==> config.mk <==
export PLATFORM = sky130hd
export DESIGN_NAME = snake_engine
export DESIGN_NICKNAME = d
export VERILOG_FILES = /design/src/rtl/snake_engine.sv
export SDC_FILE = /design/constraint.sdc
export NUM_CORES = 1
export LEC_CHECK = 0
export BUFFER_PORTS_ARGS = -buffer_cell sky130_fd_sc_hd__buf_2
export CORE_ASPECT_RATIO = 1.75
export CORE_UTILIZATION = 50
export CTS_BUF_LIST = sky130_fd_sc_hd__clkbuf_2 sky130_fd_sc_hd__clkbuf_4 sky130_fd_sc_hd__clkbuf_8
export DETAILED_ROUTE_END_ITERATION = 8
export PLACE_DENSITY = 0.67
export SYNTH_ARGS = -nofsm -noshare
export SYNTH_HDL_FRONTEND = slang
export SYNTH_SLANG_ARGS = --single-unit
==> constraint.sdc <==
create_clock -name clk -period 8.9 [get_ports clk]
set_input_delay 2.67 -clock clk [delete_from_list [all_inputs] [get_ports clk]]
set_output_delay 2.67 -clock clk [all_outputs]
set_load 0.05 [all_outputs]
==> src/rtl/snake_engine.sv <==
// Snake game logic: body register, move timing, wall/self collision, LFSR apple placement, pixel lookup.
// Latency: pixel code registered (1 clk after x_pos/y_pos); moves every TICK_DIV clks; apple search 1+ clks.
// No backpressure: display queries are answered every cycle; a tick landing in apple search is deferred, not dropped. Optional WRAP_EN.
module snake_engine #(
   parameter int          MAX_LEN   = 16,
   parameter int          INIT_LEN  = 3,
   parameter int          TICK_DIV  = 12500000,
   parameter logic [15:0] LFSR_SEED = 16'hACE1
) (
   input  logic       clk,
   input  logic       rst,
   input  logic       start,
   input  logic [3:0] dir_btn,
   input  logic [9:0] x_pos,
   input  logic [9:0] y_pos,
   output logic [1:0] snake,
   output logic [5:0] apple_x,
   output logic [4:0] apple_y,
   output logic [7:0] score,
   output logic       game_over
);

   localparam int LW = $clog2(MAX_LEN + 1);
   localparam int TW = (TICK_DIV > 1) ? $clog2(TICK_DIV) : 1;

   typedef enum logic [1:0] {IDLE, PLAY, RELOC, DIE} state_t;
   typedef enum logic [1:0] {D_UP, D_DOWN, D_LEFT, D_RIGHT} dir_t;

   state_t        state, state_nxt;
   dir_t          dir, next_dir, btn_dir;
   logic [5:0]    seg_x [MAX_LEN];
   logic [4:0]    seg_y [MAX_LEN];
   logic [LW-1:0] len, hit_lim;
   logic [TW-1:0] tick_cnt;
   logic          tick_pend;
   logic [15:0]   lfsr;

   logic          run, tick, do_move, restart, btn_vld, btn_rev;
   logic [5:0]    nh_x, cx, px;
   logic [4:0]    nh_y, cy, py;
   logic          wall_hit, self_hit, eat, cand_ok, on_snake;
   logic          head_px, body_px, wall_px;
   logic [1:0]    pix_code;
   logic          unused_bits;

   assign unused_bits = ^{x_pos[3:0], y_pos[3:0]};

   assign run       = (state == PLAY) || (state == RELOC);
   assign tick      = run && (tick_cnt == TW'(TICK_DIV - 1));
   assign do_move   = (state == PLAY) && (tick || tick_pend);
   assign restart   = ((state == IDLE) || (state == DIE)) && start;
   assign game_over = (state == DIE);

   // up > down > left > right; opposite directions differ only in bit 0
   always_comb begin
      btn_dir = D_RIGHT;
      if (dir_btn[3])      btn_dir = D_UP;
      else if (dir_btn[2]) btn_dir = D_DOWN;
      else if (dir_btn[1]) btn_dir = D_LEFT;
      btn_vld = |dir_btn;
      btn_rev = (btn_dir[1] == dir[1]) && (btn_dir[0] != dir[0]);
   end

   // the move uses the freshly latched direction; dir follows it on the tick
   always_comb begin
      nh_x = seg_x[0];
      nh_y = seg_y[0];
      case (next_dir)
`ifdef WRAP_EN
         D_UP:    nh_y = (seg_y[0] == 5'd0)  ? 5'd29 : seg_y[0] - 5'd1;
         D_DOWN:  nh_y = (seg_y[0] == 5'd29) ? 5'd0  : seg_y[0] + 5'd1;
         D_LEFT:  nh_x = (seg_x[0] == 6'd0)  ? 6'd39 : seg_x[0] - 6'd1;
         default: nh_x = (seg_x[0] == 6'd39) ? 6'd0  : seg_x[0] + 6'd1;
`else
         D_UP:    nh_y = seg_y[0] - 5'd1;
         D_DOWN:  nh_y = seg_y[0] + 5'd1;
         D_LEFT:  nh_x = seg_x[0] - 6'd1;
         default: nh_x = seg_x[0] + 6'd1;
`endif
      endcase
`ifdef WRAP_EN
      wall_hit = 1'b0;
`else
      wall_hit = (nh_x == 6'd0) || (nh_x == 6'd39) || (nh_y == 5'd0) || (nh_y == 5'd29);
`endif
      eat      = (nh_x == apple_x) && (nh_y == apple_y);
      // the tail vacates its cell unless the snake grows this step
      hit_lim  = len - LW'(1) + LW'(eat);
      self_hit = 1'b0;
      for (int i = 0; i < MAX_LEN; i++)
         if ((LW'(i) < hit_lim) && (seg_x[i] == nh_x) && (seg_y[i] == nh_y))
            self_hit = 1'b1;
   end

   always_comb begin
      cx       = lfsr[5:0];
      cy       = lfsr[12:8];
      on_snake = 1'b0;
      for (int i = 0; i < MAX_LEN; i++)
         if ((LW'(i) < len) && (seg_x[i] == cx) && (seg_y[i] == cy))
            on_snake = 1'b1;
      cand_ok = (cx >= 6'd1) && (cx <= 6'd38) && (cy >= 5'd1) && (cy <= 5'd28) && !on_snake;
   end

   always_comb begin
      px      = x_pos[9:4];
      py      = y_pos[8:4];
      head_px = (seg_x[0] == px) && (seg_y[0] == py);
      body_px = 1'b0;
      for (int i = 1; i < MAX_LEN; i++)
         if ((LW'(i) < len) && (seg_x[i] == px) && (seg_y[i] == py))
            body_px = 1'b1;
`ifdef WRAP_EN
      wall_px = 1'b0;
`else
      wall_px = (px == 6'd0) || (px == 6'd39) || (py == 5'd0) || (py == 5'd29);
`endif
      pix_code = 2'b00;
      if ((x_pos < 10'd640) && (y_pos < 10'd480)) begin
         if (head_px)      pix_code = 2'b01;
         else if (body_px) pix_code = 2'b10;
         else if (wall_px) pix_code = 2'b11;
      end
   end

   always_ff @(posedge clk or negedge rst) begin
      if (!rst) state <= IDLE;
      else      state <= state_nxt;
   end

   always_comb begin
      state_nxt = state;
      case (state)
         IDLE:  if (start) state_nxt = PLAY;
         PLAY:  if (do_move) begin
                   if (wall_hit || self_hit) state_nxt = DIE;
                   else if (eat)             state_nxt = RELOC;
                end
         RELOC: if (cand_ok) state_nxt = PLAY;
         DIE:   if (start) state_nxt = PLAY;
         default: state_nxt = IDLE;
      endcase
   end

   always_ff @(posedge clk or negedge rst) begin
      if (!rst) begin
         for (int i = 0; i < MAX_LEN; i++) begin
            seg_x[i] <= 6'(20 - i);
            seg_y[i] <= 5'd15;
         end
         len       <= LW'(INIT_LEN);
         dir       <= D_RIGHT;
         next_dir  <= D_RIGHT;
         apple_x   <= 6'd30;
         apple_y   <= 5'd15;
         score     <= 8'd0;
         tick_cnt  <= '0;
         tick_pend <= 1'b0;
         lfsr      <= LFSR_SEED;
         snake     <= 2'b00;
      end else begin
         lfsr  <= {lfsr[14:0], lfsr[15] ^ lfsr[13] ^ lfsr[12] ^ lfsr[10]};
         snake <= pix_code;
         if (restart) begin
            for (int i = 0; i < MAX_LEN; i++) begin
               seg_x[i] <= 6'(20 - i);
               seg_y[i] <= 5'd15;
            end
            len       <= LW'(INIT_LEN);
            dir       <= D_RIGHT;
            next_dir  <= D_RIGHT;
            apple_x   <= 6'd30;
            apple_y   <= 5'd15;
            score     <= 8'd0;
            tick_cnt  <= '0;
            tick_pend <= 1'b0;
         end else begin
            if (run)
               tick_cnt <= tick ? '0 : tick_cnt + TW'(1);
            if ((state == RELOC) && tick) tick_pend <= 1'b1;
            else if (do_move)             tick_pend <= 1'b0;
            if (run && btn_vld && !btn_rev)
               next_dir <= btn_dir;
            if (do_move) begin
               dir <= next_dir;
               if (!wall_hit && !self_hit) begin
                  for (int i = 1; i < MAX_LEN; i++) begin
                     seg_x[i] <= seg_x[i-1];
                     seg_y[i] <= seg_y[i-1];
                  end
                  seg_x[0] <= nh_x;
                  seg_y[0] <= nh_y;
                  if (eat) begin
                     if (len != LW'(MAX_LEN)) len <= len + LW'(1);
                     if (score != 8'hFF)      score <= score + 8'd1;
                  end
               end
            end
            if ((state == RELOC) && cand_ok) begin
               apple_x <= cx;
               apple_y <= cy;
            end
         end
      end
   end

endmodule

* Yosys cells after proc, flatten, opt, wreduce, memory -nomap -nowiden
Cells that the tools add are included.
** Storage, ports and cells
- Flip-flop bits (word level) :: 249
- Latch bits :: 0
- Bits in writable memories :: 0
- ROM bits :: 0
- Bits of input ports :: 27
- Output and inout bits :: 22
- Word-level logic and storage cells :: 447
- Memories :: 0
** Cells by class
- Add/sub/neg operators :: 9
- Multiply operators :: 0
- Div/mod/pow operators :: 0
- $lt $le $gt $ge :: 38
- Equal/unequal tests :: 116
- Shift-type cells :: 0
- Mux-type cells :: 92
- Bitwise logic cells :: 3
- Reduce and logical (&&, ||, !) cells :: 146
** Operator list (count)
- 6-bit == test :: 49
- 96-bit two-way mux :: 3
- 5-bit == test :: 49
- 80-bit two-way mux :: 3
- 1-bit logical AND :: 110
- 4-bit by 5-bit < comparator with 1-bit output (first input constant) :: 16
- 24-bit two-way mux :: 3
- 1-bit two-way mux :: 51
- 3-bit by 5-bit < comparator with 1-bit output (first input constant) :: 8
- 8-bit two-way mux :: 5
- 5-bit two-way mux :: 7
- 2-bit two-way mux :: 15
- 24-bit by 1-bit adder with 24-bit output (second input constant) :: 1
- 24-bit == test (second input constant) :: 1
- 1-bit by 5-bit < comparator with 1-bit output (first input constant) :: 4
- 2-bit by 5-bit < comparator with 1-bit output (first input constant) :: 4
- 2-bit nonzero test :: 8
- 6-bit == test (second input constant) :: 2
- 6-bit logical NOT :: 2
- 6-bit two-way mux :: 2
- 6-bit case mux with 2 select lines :: 1
- 4-bit AND reduction :: 3
- 5-bit by 1-bit adder with 5-bit output (second input constant) :: 2
- 5-bit == test (second input constant) :: 2
- other kinds (31) :: 53

* Logic depth before layout (Yosys ltp)
Gate-level depths: netlist of run 1.
- Depth in word-level cells :: 30
- Mapped depth :: 33
- Gate-level depth less buffers :: 23

* Worst setup path before layout of run 1
OpenSTA, ideal clock, no wires.
- Path type :: reg-to-reg
- From :: reg next_dir[1]
- To :: reg score[3]
- Library setup time :: 0.130 ns
- Arrival time :: 7.167 ns
- Data required time :: 8.770 ns
- Path slack :: 1.603 ns
- Cell stages (with the launch flop) :: 32
- Buffers on the path :: 10
- Period minus slack after synthesis :: 7.297 ns
- Path through :: dfstp_2 -> buf_2 -> buf_2 -> buf_2 -> clkbuf_1 -> clkbuf_1 -> nand2_1 -> xnor2_1 -> ha_1 -> or3_4 -> a21oi_4 -> xnor2_2 -> buf_6 -> xor2_1 -> nand3_1 -> or4_1 -> ha_1 -> ha_1 -> clkbuf_1 -> or3_1 -> a31oi_1 -> or2_2 -> clkbuf_1 -> a2111oi_0 -> a222oi_1 -> nand3_1 -> a211oi_4 -> nand2_2 -> buf_2 -> buf_2 -> o211ai_1 -> o31ai_1
** Between the ends
- Word-level cells in the longest chain between the ends :: 29
- Elaborated cells between the ends (all ways) :: 119
- Those cells by class :: 1 x add/sub; 16 x order compare; 38 x eq/ne; 18 x mux; 46 x reduce/logical
** Ends and longest elaborated chain
- start, declared :: line 30 : dir_t dir, next_dir, btn_dir;
- start signal, assigned :: line 183 : next_dir <= btn_dir;
- 2-bit by 1-bit == test with 1-bit output / 2-bit logical NOT (equally long branches) :: line 68 : case (next_dir)
- 2-bit OR reduction (no line)
- 6-bit case mux with 2 select lines :: line 68
- 6-bit == test :: line 86 : eat = (nh_x == apple_x) && (nh_y == apple_y);
- 1-bit logical AND :: line 86
- 5-bit by 1-bit adder with 5-bit output :: line 88 : hit_lim = len - LW'(1) + LW'(eat);
- 1-bit by 5-bit < comparator with 1-bit output :: line 91 : if ((LW'(i) < hit_lim) && (seg_x[i] == nh_x) && (seg_y[i] == nh_y))
- 1-bit logical AND (2 in series) :: line 91
- 1-bit two-way mux (16 in series) :: line 91
- 1-bit logical NOT :: line 186 : if (!wall_hit && !self_hit) begin
- 1-bit logical AND :: line 186
- 2-bit nonzero test (no line)
- 4-bit AND reduction (no line) (*)
- end signal, assigned :: line 195 : if (score != 8'hFF) score <= score + 8'd1;
- end, declared :: line 19 : output logic [7:0] score,
Every way passes the cells marked *; elsewhere a longest branch is shown, timed or not.
A chain may end at the register's enable or synchronous reset.

* Worst setup path after layout of run 1
- From :: reg next_dir[0]
- To :: reg score[2]
Same word-level chain as after synthesis.

==> metrics.log, run 1 <==
INFO  metric status = finished clean
INFO  metric fin_ws = 0.661 ns
INFO  metric area_growth_syn_to_layout = 6.11%
INFO  metric synth_cell_types = 79
INFO  metric path_max_fanout = 23
INFO  metric clk_buf_depth = 3
INFO  metric maxSlewViolCount = 0
INFO  metric leading_area_contributor_after_synthesis = sky130_fd_sc_hd__dfstp_2
INFO  metric grt.overflow.total = 0
INFO  metric dieArea = 40100 µm²
INFO  metric cts.htree.levels = 2
INFO  metric timing.final.hold_violations = 0
INFO  metric min-delay-path-class = register to register
INFO  metric wl_per_cell = 28.3 µm
INFO  metric worst_path_dominant_cell_family = simple AND/OR/NAND/NOR gates
INFO  metric synthesis.area = 19700 µm²
INFO  metric timing.fmax = 121 MHz
INFO  metric fin_area = 20900 µm²
INFO  metric antenna_viol_nets_final = 0
INFO  metric synth_top_cells_by_area = sky130_fd_sc_hd__dfstp_2 16%, sky130_fd_sc_hd__dfrtp_1 16%, sky130_fd_sc_hd__xnor2_1 14%
INFO  metric grt_pass1_vias = 17100
INFO  metric post_cts_hold_buffer_count = 0
INFO  metric clock_sinks = 249
INFO  metric worst_ep_arrival_time = 8.73 ns
INFO  metric dieWidth = 152 µm
INFO  metric cts_tree = built
INFO  metric finish.cell_count_without_fillers = 2596
INFO  metric setup.worst_path.start_class = register
INFO  metric pre_cts_ws = 1.23 ns
INFO  metric gr-usage-all-layers = 36.7%
INFO  metric synth_cells = 2201
INFO  metric remaining_drc_errors = 0
INFO  metric vias_per_cell = 6.54
INFO  metric timing.critical_path.cells = nand2_1, ha_1, nor3b_1, o31ai_1, nand2_1, buf_4, xnor2_1, nand2_1, or4_1, ha_1, ha_1, buf_4, nor2b_1, nand3_1, a31oi_1, or2_2, nor4_1, nand3b_1, nand3_1, a211oi_4, nand2_8, buf_4, nor2_1, a311oi_1
INFO  metric p_per_area = 126 nW/µm²
INFO  metric leakage_power = 0.00846 µW
INFO  metric layout.cells.most_common = sky130_fd_sc_hd__xnor2_1
INFO  metric slew_headroom = 12.8%
INFO  metric finalCritPeriodShare = 92.6%
INFO  metric total_length_of_routed_wires = 73400 µm
INFO  metric final.setup.tns = 0 ns
INFO  metric synth-seq-cells = 249
INFO  metric portBuffers = 40
INFO  metric cts-buffers-inserted = 42
INFO  metric synthesis.yosys.warnings = 0
INFO  metric cp_num_buf_inv = 3
INFO  metric clk-insertion-delay-late = 0.60 ns
INFO  metric most_frequent_cells_in_the_layout = 316 x sky130_fd_sc_hd__xnor2_1, 224 x sky130_fd_sc_hd__xor2_1, 187 x sky130_fd_sc_hd__mux2i_1
INFO  metric vdd_ir_drop_max = 0.000106 V
INFO  metric crit_type = register to register
INFO  metric syn_area_per_cell = 8.93 µm²
INFO  metric synthesized_nets = 2242
INFO  metric finish.net_count = 2117
INFO  metric coreArea = 38500 µm²
INFO  metric cts_post_setup_buffers_inserted = 0
INFO  metric synth_edf_count = 0
INFO  metric gp_congestion = 0.991
INFO  metric clk_pin_slew_worst_paths = 0.07 ns
INFO  metric row_count = 95
INFO  metric chipHeight = 264 µm
INFO  metric vias = 17000
INFO  metric drt-pass1-iter-count = 7
INFO  metric crit_path_time_final = 8.24 ns
INFO  metric placed_cells_incl_taps = 2517
INFO  metric grt_first_pass_wirelength = 110000 µm
INFO  metric ys_dominant_reg_cell = sky130_fd_sc_hd__dfrtp_1
INFO  metric placed_cell_area = 19900 µm²
INFO  metric fin_worst_skew = 0.0234 ns
INFO  metric maximum_number_of_pins_on_one_net_before_global_route_repair = 105
INFO  metric filler_cell_count = 3544
INFO  metric netlist.area_leader.share = 16.4%
INFO  metric crit_slowest_cell = sky130_fd_sc_hd__nor4_1
INFO  metric rsz_0062_raised_after_global_routing = no
INFO  metric worstMarginPinSlew = 1.30 ns
INFO  metric timing.critical_path.slowest_cell_delay = 1.12 ns
INFO  metric required_time_worst_endpoint = 9.39 ns
INFO  metric asyncSetResetFlopFracSynth = 100%
INFO  metric grt_antenna_before_repair = 1
INFO  metric place_hpwl = 48700 µm
INFO  metric layout-drive-gt1-share = 15.5%
INFO  metric report.final.setup_viol = 0
INFO  metric ctsResizeCount = 0
INFO  metric drv_cap = 0
INFO  metric yosysSeqAreaShare = 32.5%
INFO  metric setup.worst_path.end_class = register
INFO  metric clock_tree.root_cell = sky130_fd_sc_hd__clkbuf_8
INFO  metric top_level_ports = 49
INFO  metric initial_standard_cell_utilization_of_the_core = 51.0%
INFO  metric drtIter0Drc = 1804
## kinds of logic (layout without fill, tap and decap cells)
group                    after synthesis  after routing  share of synthesized area [%]
multiplexers                         188            188                           9.58
other                                  0              1                              0
XOR/XNOR                             557            557                           25.9
flip-flops                           249            249                           32.5
adder cells (fa/ha/maj)               14             14                          0.930
AND/OR/NAND/NOR                      644            644                           16.6
buffers and inverters                303            212                           6.25
AO/OA/AOI/OAI                        246            246                           8.31
## flip-flops by register name (all words and copies together) (netlist names)
signal / cells
apple_x: 6
apple_y: 5
dir: 2
len: 5
lfsr: 16
next_dir: 2
score: 8
seg_x: 96
seg_y: 80
snake: 2
state: 2
tick_cnt: 24
tick_pend: 1
## area by class of cell
type | instances | area (µm²) | share of cell area [%]
sequential | 249 | 6380 | 30.6
inverter | 31 | 116 | 0.558
antenna | 1 | 2.50 | 0.0120
clock inverter | 11 | 118 | 0.564
timing repair buffer | 103 | 721 | 3.46
multi-input combinational | 1649 | 12100 | 57.9
tap | 485 | 607 | 2.91
clock buffer | 67 | 835 | 4.00
## report_power, final
part           total, µW  internal (µW)  switching [µW]
Sequential          1140           1140            4.16
Clock               1180            658             523
Combinational        309            101             208
Total               2630           1900             735
## final timing paths
check | cells past startpoint | to | slack [ns] | start
worst max-delay path | 24 | score[2] | 0.66 | next_dir[0]
max in group asynchronous | 2 | seg_x[78] | 5.27 | rst
worst max register to register | 24 | score[2] | 0.66 | next_dir[0]
worst min register to register | 0 | lfsr[15] | 0.35 | lfsr[14]
min in group asynchronous | 1 | lfsr[14] | 2.08 | rst
worst min-delay path | 0 | lfsr[15] | 0.35 | lfsr[14]
## stage by stage
stage / total power [µW] / hold slack (ns) / util [%]
after detailed placement: 1460 / 0.345 / 51.7
after global placement: 1450 / 0.338 / 51.7
after CTS: 2640 / 0.342 / 54.1
after floorplan: 1350 / 0.333 / -
final: 2630 / 0.347 / 54.1
after global routing: 2710 / 0.359 / 54.1
## routing by layer
layer  part of all wire, %  vias up  global-route usage [%]
met5                     0        -                       0
met4                   9.9        0                    32.2
met3                   8.9      380                    7.20
met2                    46      985                    59.0
met1                    35     8370                    41.6
li1                      -     7246                       -
## synthesized netlist by cell type (all sizes together) (41+ instances only)
| master | instances |
|---|---|
| mux2i | 187 |
| a21oi | 41 |
| dfstp | 123 |
| nand4 | 68 |
| dfrtp | 126 |
| buf | 70 |
| o21ai | 72 |
| xor2 | 224 |
| xnor2 | 319 |
| nand2 | 178 |
| nor4 | 69 |
| nor2 | 124 |
| nor3 | 49 |
| nand3 | 53 |
| clkbuf | 202 |
No activity file was read; power rests on OpenSTA's default activity.
==> run 2, diff against run 1 <==
--- a/config.mk
+++ b/config.mk
@@ -5,6 +5,7 @@
 export SDC_FILE = /design/constraint.sdc
 export NUM_CORES = 1
 export LEC_CHECK = 0
+export ABC_AREA = 1
 export BUFFER_PORTS_ARGS = -buffer_cell sky130_fd_sc_hd__buf_2
 export CORE_ASPECT_RATIO = 1.75
 export CORE_UTILIZATION = 50
==> run 2 against run 1 <==
Net effect: flip-flop and latch count unchanged; critical path depth rose by 9; routed wire length is 24% higher; clock-buffer cell count increased by 2; final area grew 1.1%; sequential power increased by 130%; first-iteration DRC count up 25%; clock skew shrank 0.0072 ns; synthesized cell count increased by 30%; clock power about the same; sequential share of layout area shrank 0.30 points; die area is 2.1% higher.
==> metrics.log, run 2 <==
INFO  metric status = finished clean
INFO  metric report.final.setup_viol = 0 (unchanged)
INFO  metric topRoutingLayerUsed = met5
INFO  metric row_count = 96 (+1.1%)
INFO  metric synthesis.area = 20100 µm² (+2.1%)
INFO  metric clk_pin_slew_worst_paths = 0.07 ns (about the same)
INFO  metric total_length_of_routed_wires = 91300 µm (+24%)
INFO  metric crit_slowest_cell = sky130_fd_sc_hd__nor2_1
INFO  metric cts.htree.levels = 2 (unchanged)
INFO  metric most_frequent_cells_in_the_layout = 819 x sky130_fd_sc_hd__nand2_1, 257 x sky130_fd_sc_hd__inv_1, 254 x sky130_fd_sc_hd__nor2_1
INFO  metric asyncSetResetFlopFracSynth = 100% (unchanged)
INFO  metric leading_area_contributor_after_synthesis = sky130_fd_sc_hd__dfstp_2
INFO  metric cts-buffers-inserted = 42 (unchanged)
INFO  metric timing.fmax = 130 MHz (+7.1%)
INFO  metric rsz_0062_raised_after_global_routing = no
INFO  metric path_max_fanout = 80 (+250%)
INFO  metric finalCritPeriodShare = 86.4% (-6.2 points)
INFO  metric seqCellArea = 6390 µm² (about the same)
INFO  metric clock_tree.root_cell = sky130_fd_sc_hd__clkbuf_8
INFO  metric cts_post_setup_buffers_inserted = 0 (unchanged)
INFO  metric min-delay-path-class = register to register
INFO  metric gr-usage-all-layers = 44.9% (+8.2 points)
INFO  metric syn_area_per_cell = 7.04 µm² (-21%)
INFO  metric leakage_power = 0.00966 µW (+14%)
INFO  metric met3WireLength = 9840 µm (+51%)
INFO  metric drtIter0Drc = 2246 (+25%)
INFO  metric worstMarginPinSlew = 1.38 ns (+0.0825 ns)
INFO  metric dieWidth = 153 µm (+1.1%)
INFO  metric synth_cell_types = 57 (-28%)
INFO  metric layout.cells.most_common = sky130_fd_sc_hd__nand2_1
INFO  metric synth_most_common_cell = sky130_fd_sc_hd__nand2_1
INFO  metric synth_common_cells = 820 x sky130_fd_sc_hd__nand2_1, 258 x sky130_fd_sc_hd__inv_1, 254 x sky130_fd_sc_hd__nor2_1, 194 x sky130_fd_sc_hd__xor2_1, 152 x sky130_fd_sc_hd__nand3_1
INFO  metric drt-pass1-iter-count = 6 (-1)
INFO  metric p_per_area = 447 nW/µm² (+250%)
INFO  metric final.hold.worst_slack = 0.361 ns (+0.0138 ns)
INFO  metric top_regs = seg_x: 96 flops, seg_y: 80 flops, tick_cnt: 24 flops
INFO  metric regMostFlops = seg_x
INFO  metric fin_worst_skew = 0.0162 ns (-0.00723 ns)
INFO  metric crit_type = register to register
INFO  metric wl_per_cell = 27.7 µm (-1.8%)
INFO  metric vias = 20400 (+20%)
INFO  metric portBuffers = 40 (unchanged)
INFO  metric final.setup.tns = 0 ns (unchanged)
INFO  metric maximum_number_of_pins_on_one_net_before_global_route_repair = 150 (+43%)
INFO  metric vdd_ir_drop_max = 0.000321 V (+200%)
INFO  metric setup.worst_path.start_class = register
INFO  metric synth_top_cells_by_area = sky130_fd_sc_hd__dfstp_2 16%, sky130_fd_sc_hd__dfrtp_1 16%, sky130_fd_sc_hd__nand2_1 15%
INFO  metric ctsResizeCount = 0 (unchanged)
INFO  metric netlist.area_leader.share = 16.1% (-0.34 points)
INFO  metric post_cts_hold_buffer_count = 0 (unchanged)
INFO  metric filler_cell_count = 3933 (+11%)
INFO  metric timing.final.hold_violations = 0 (unchanged)
INFO  metric cts_tree = built
INFO  metric synth-seq-cells = 249 (unchanged)
INFO  metric vias_per_cell = 6.20 (-5.2%)
INFO  metric synth_edf_count = 0 (unchanged)
INFO  metric chipHeight = 267 µm (+1.1%)
INFO  metric ys_dominant_reg_cell = sky130_fd_sc_hd__dfrtp_1
INFO  metric yosysSeqAreaShare = 31.8% (-0.68 points)
INFO  metric antenna_viol_nets_final = 0 (unchanged)
INFO  metric drv_cap = 0 (unchanged)
INFO  metric synth_cells = 2853 (+30%)
INFO  metric layout-drive-gt1-share = 15.6% (+0.098 points)
INFO  metric place_hpwl = 60000 µm (+23%)
INFO  metric initial_standard_cell_utilization_of_the_core = 50.9% (-0.080 points)
INFO  metric gp_congestion = 1.03 (+3.7%)
INFO  metric maxSlewViolCount = 0 (unchanged)
INFO  metric setup.worst_path.end_class = register
INFO  metric dieArea = 41000 µm² (+2.1%)
INFO  metric multi_input_comb_area = 11500 µm² (-4.4%)
INFO  metric grt_first_pass_wirelength = 132000 µm (+20%)
INFO  metric clock_sinks = 249 (unchanged)
INFO  metric required_time_worst_endpoint = 9.43 ns (+0.04 ns)
INFO  metric route.layer.met1.wl = 30600 µm (+20%)
INFO  metric worst_ep_arrival_time = 8.22 ns (-0.51 ns)
INFO  metric grt.overflow.total = 0 (unchanged)
INFO  metric finish.net_count = 2807 (+33%)
INFO  metric top_level_ports = 49 (unchanged)
INFO  metric clk_buf_depth = 3 (unchanged)
INFO  metric grt_pass1_vias = 19700 (+15%)
INFO  metric synthesized_nets = 2894 (+29%)
INFO  metric clk-insertion-delay-late = 0.61 ns (about the same)
INFO  metric remaining_drc_errors = 0 (unchanged)
INFO  metric route.met2.wl = 40900 µm (+20%)
INFO  metric area_growth_syn_to_layout = 5.02%
INFO  metric crit_path_time_final = 7.69 ns (-0.549 ns)
INFO  metric timing.critical_path.slowest_cell_delay = 0.57 ns (-0.55 ns)
INFO  metric slew_headroom = 7.33% (-5.5 points)
INFO  metric grt_antenna_before_repair = 7 (+6)
INFO  metric largest_reg_flops = 96 (unchanged)
INFO  metric synthesis.yosys.warnings = 0 (unchanged)
INFO  metric coreArea = 39400 µm² (+2.3%)
INFO  metric final_core_utilization = 53.5% (-0.64 points)
INFO  metric critical_path.most_common_cell = sky130_fd_sc_hd__nand2_1
run 2: cell types whose count changed after synthesis, moves of 82 or more:
cell / previous run / this run
sky130_fd_sc_hd__nand2_1: 177 / 820
sky130_fd_sc_hd__xnor2_1: 317 / 83
sky130_fd_sc_hd__inv_1: 29 / 258
sky130_fd_sc_hd__mux2i_1: 187 / 0
sky130_fd_sc_hd__nor2_1: 124 / 254
sky130_fd_sc_hd__o21ai_2: 1 / 106
sky130_fd_sc_hd__nand3_1: 53 / 152
sky130_fd_sc_hd__o22ai_1: 0 / 82
run 2: kinds of logic (layout without fill, tap and decap cells):
logic type	count (synthesis)	in the layout	synth area share, %
buffers and inverters	475	422	10.8
AOI/OAI and AO/OA	415	415	13.9
xor gates and xnor gates	278	278	12.2
other	0	1	0
DFF	249	249	31.8
adders and majority gates	14	14	0.910
and+or+nand+nor	1422	1422	30.4
run 2: power breakdown:
part	internal, µW	switching (µW)	leakage (µW)
logic	1710	3940	0.00615
registers	1710	866	0.00300
clock network	672	530	0.000509
total	4090	5340	0.00966
run 2: final timing paths:
kind                             startpoint          end  slack [ns]  depth (start not counted)
worst max-delay path            next_dir[1]     seg_y[0]        1.21                         33
worst min-delay path               lfsr[14]     lfsr[15]        0.36                          0
worst min register to register     lfsr[14]     lfsr[15]        0.36                          0
min in group asynchronous               rst     seg_x[1]        2.09                          1
worst max register to register  next_dir[1]     seg_y[0]        1.21                         33
max in group asynchronous               rst  tick_cnt[1]        5.44                          2
run 2: per-layer routing:
metal	vias up	global-route usage [%]
li1	9031	-
met1	9629	48.5
met2	1213	71.6
met3	529	12.5
met4	8	41.2
met5	-	0
run 2: final cells by class:
type                    count  share of cell area (%)
inverters                 266                    4.76
clock buffers              69                    4.09
well taps                 490                    2.91
repair buffers             78                    2.71
flip-flops and latches    249                    30.3
diodes                      1                  0.0119
multi-input cells        2129                    54.7
clock inverters             9                   0.493
run 2: critical path: cells and delay by family, from the launching register on:
kind / cells / cell delay (ns)
AOI/OAI and AO/OA: 2 / 0.28
xor gates and xnor gates: 1 / 0.39
adders and majority gates: 3 / 0.80
buffers and inverters: 5 / 1.30
DFF: 1 / 0.55
and+or+nand+nor: 22 / 4.21
run 2: stage by stage:
step	power (µW)	setup WS (ns)	instances	area (µm²)
finish	9430	1.21	3291	21100
floorplan	6430	4.29	2853	20100
global route	9950	0.765	3291	21100
global placement	7900	1.69	3212	20100
detailed placement	8000	1.64	3212	20100
CTS	9220	1.61	3290	21100
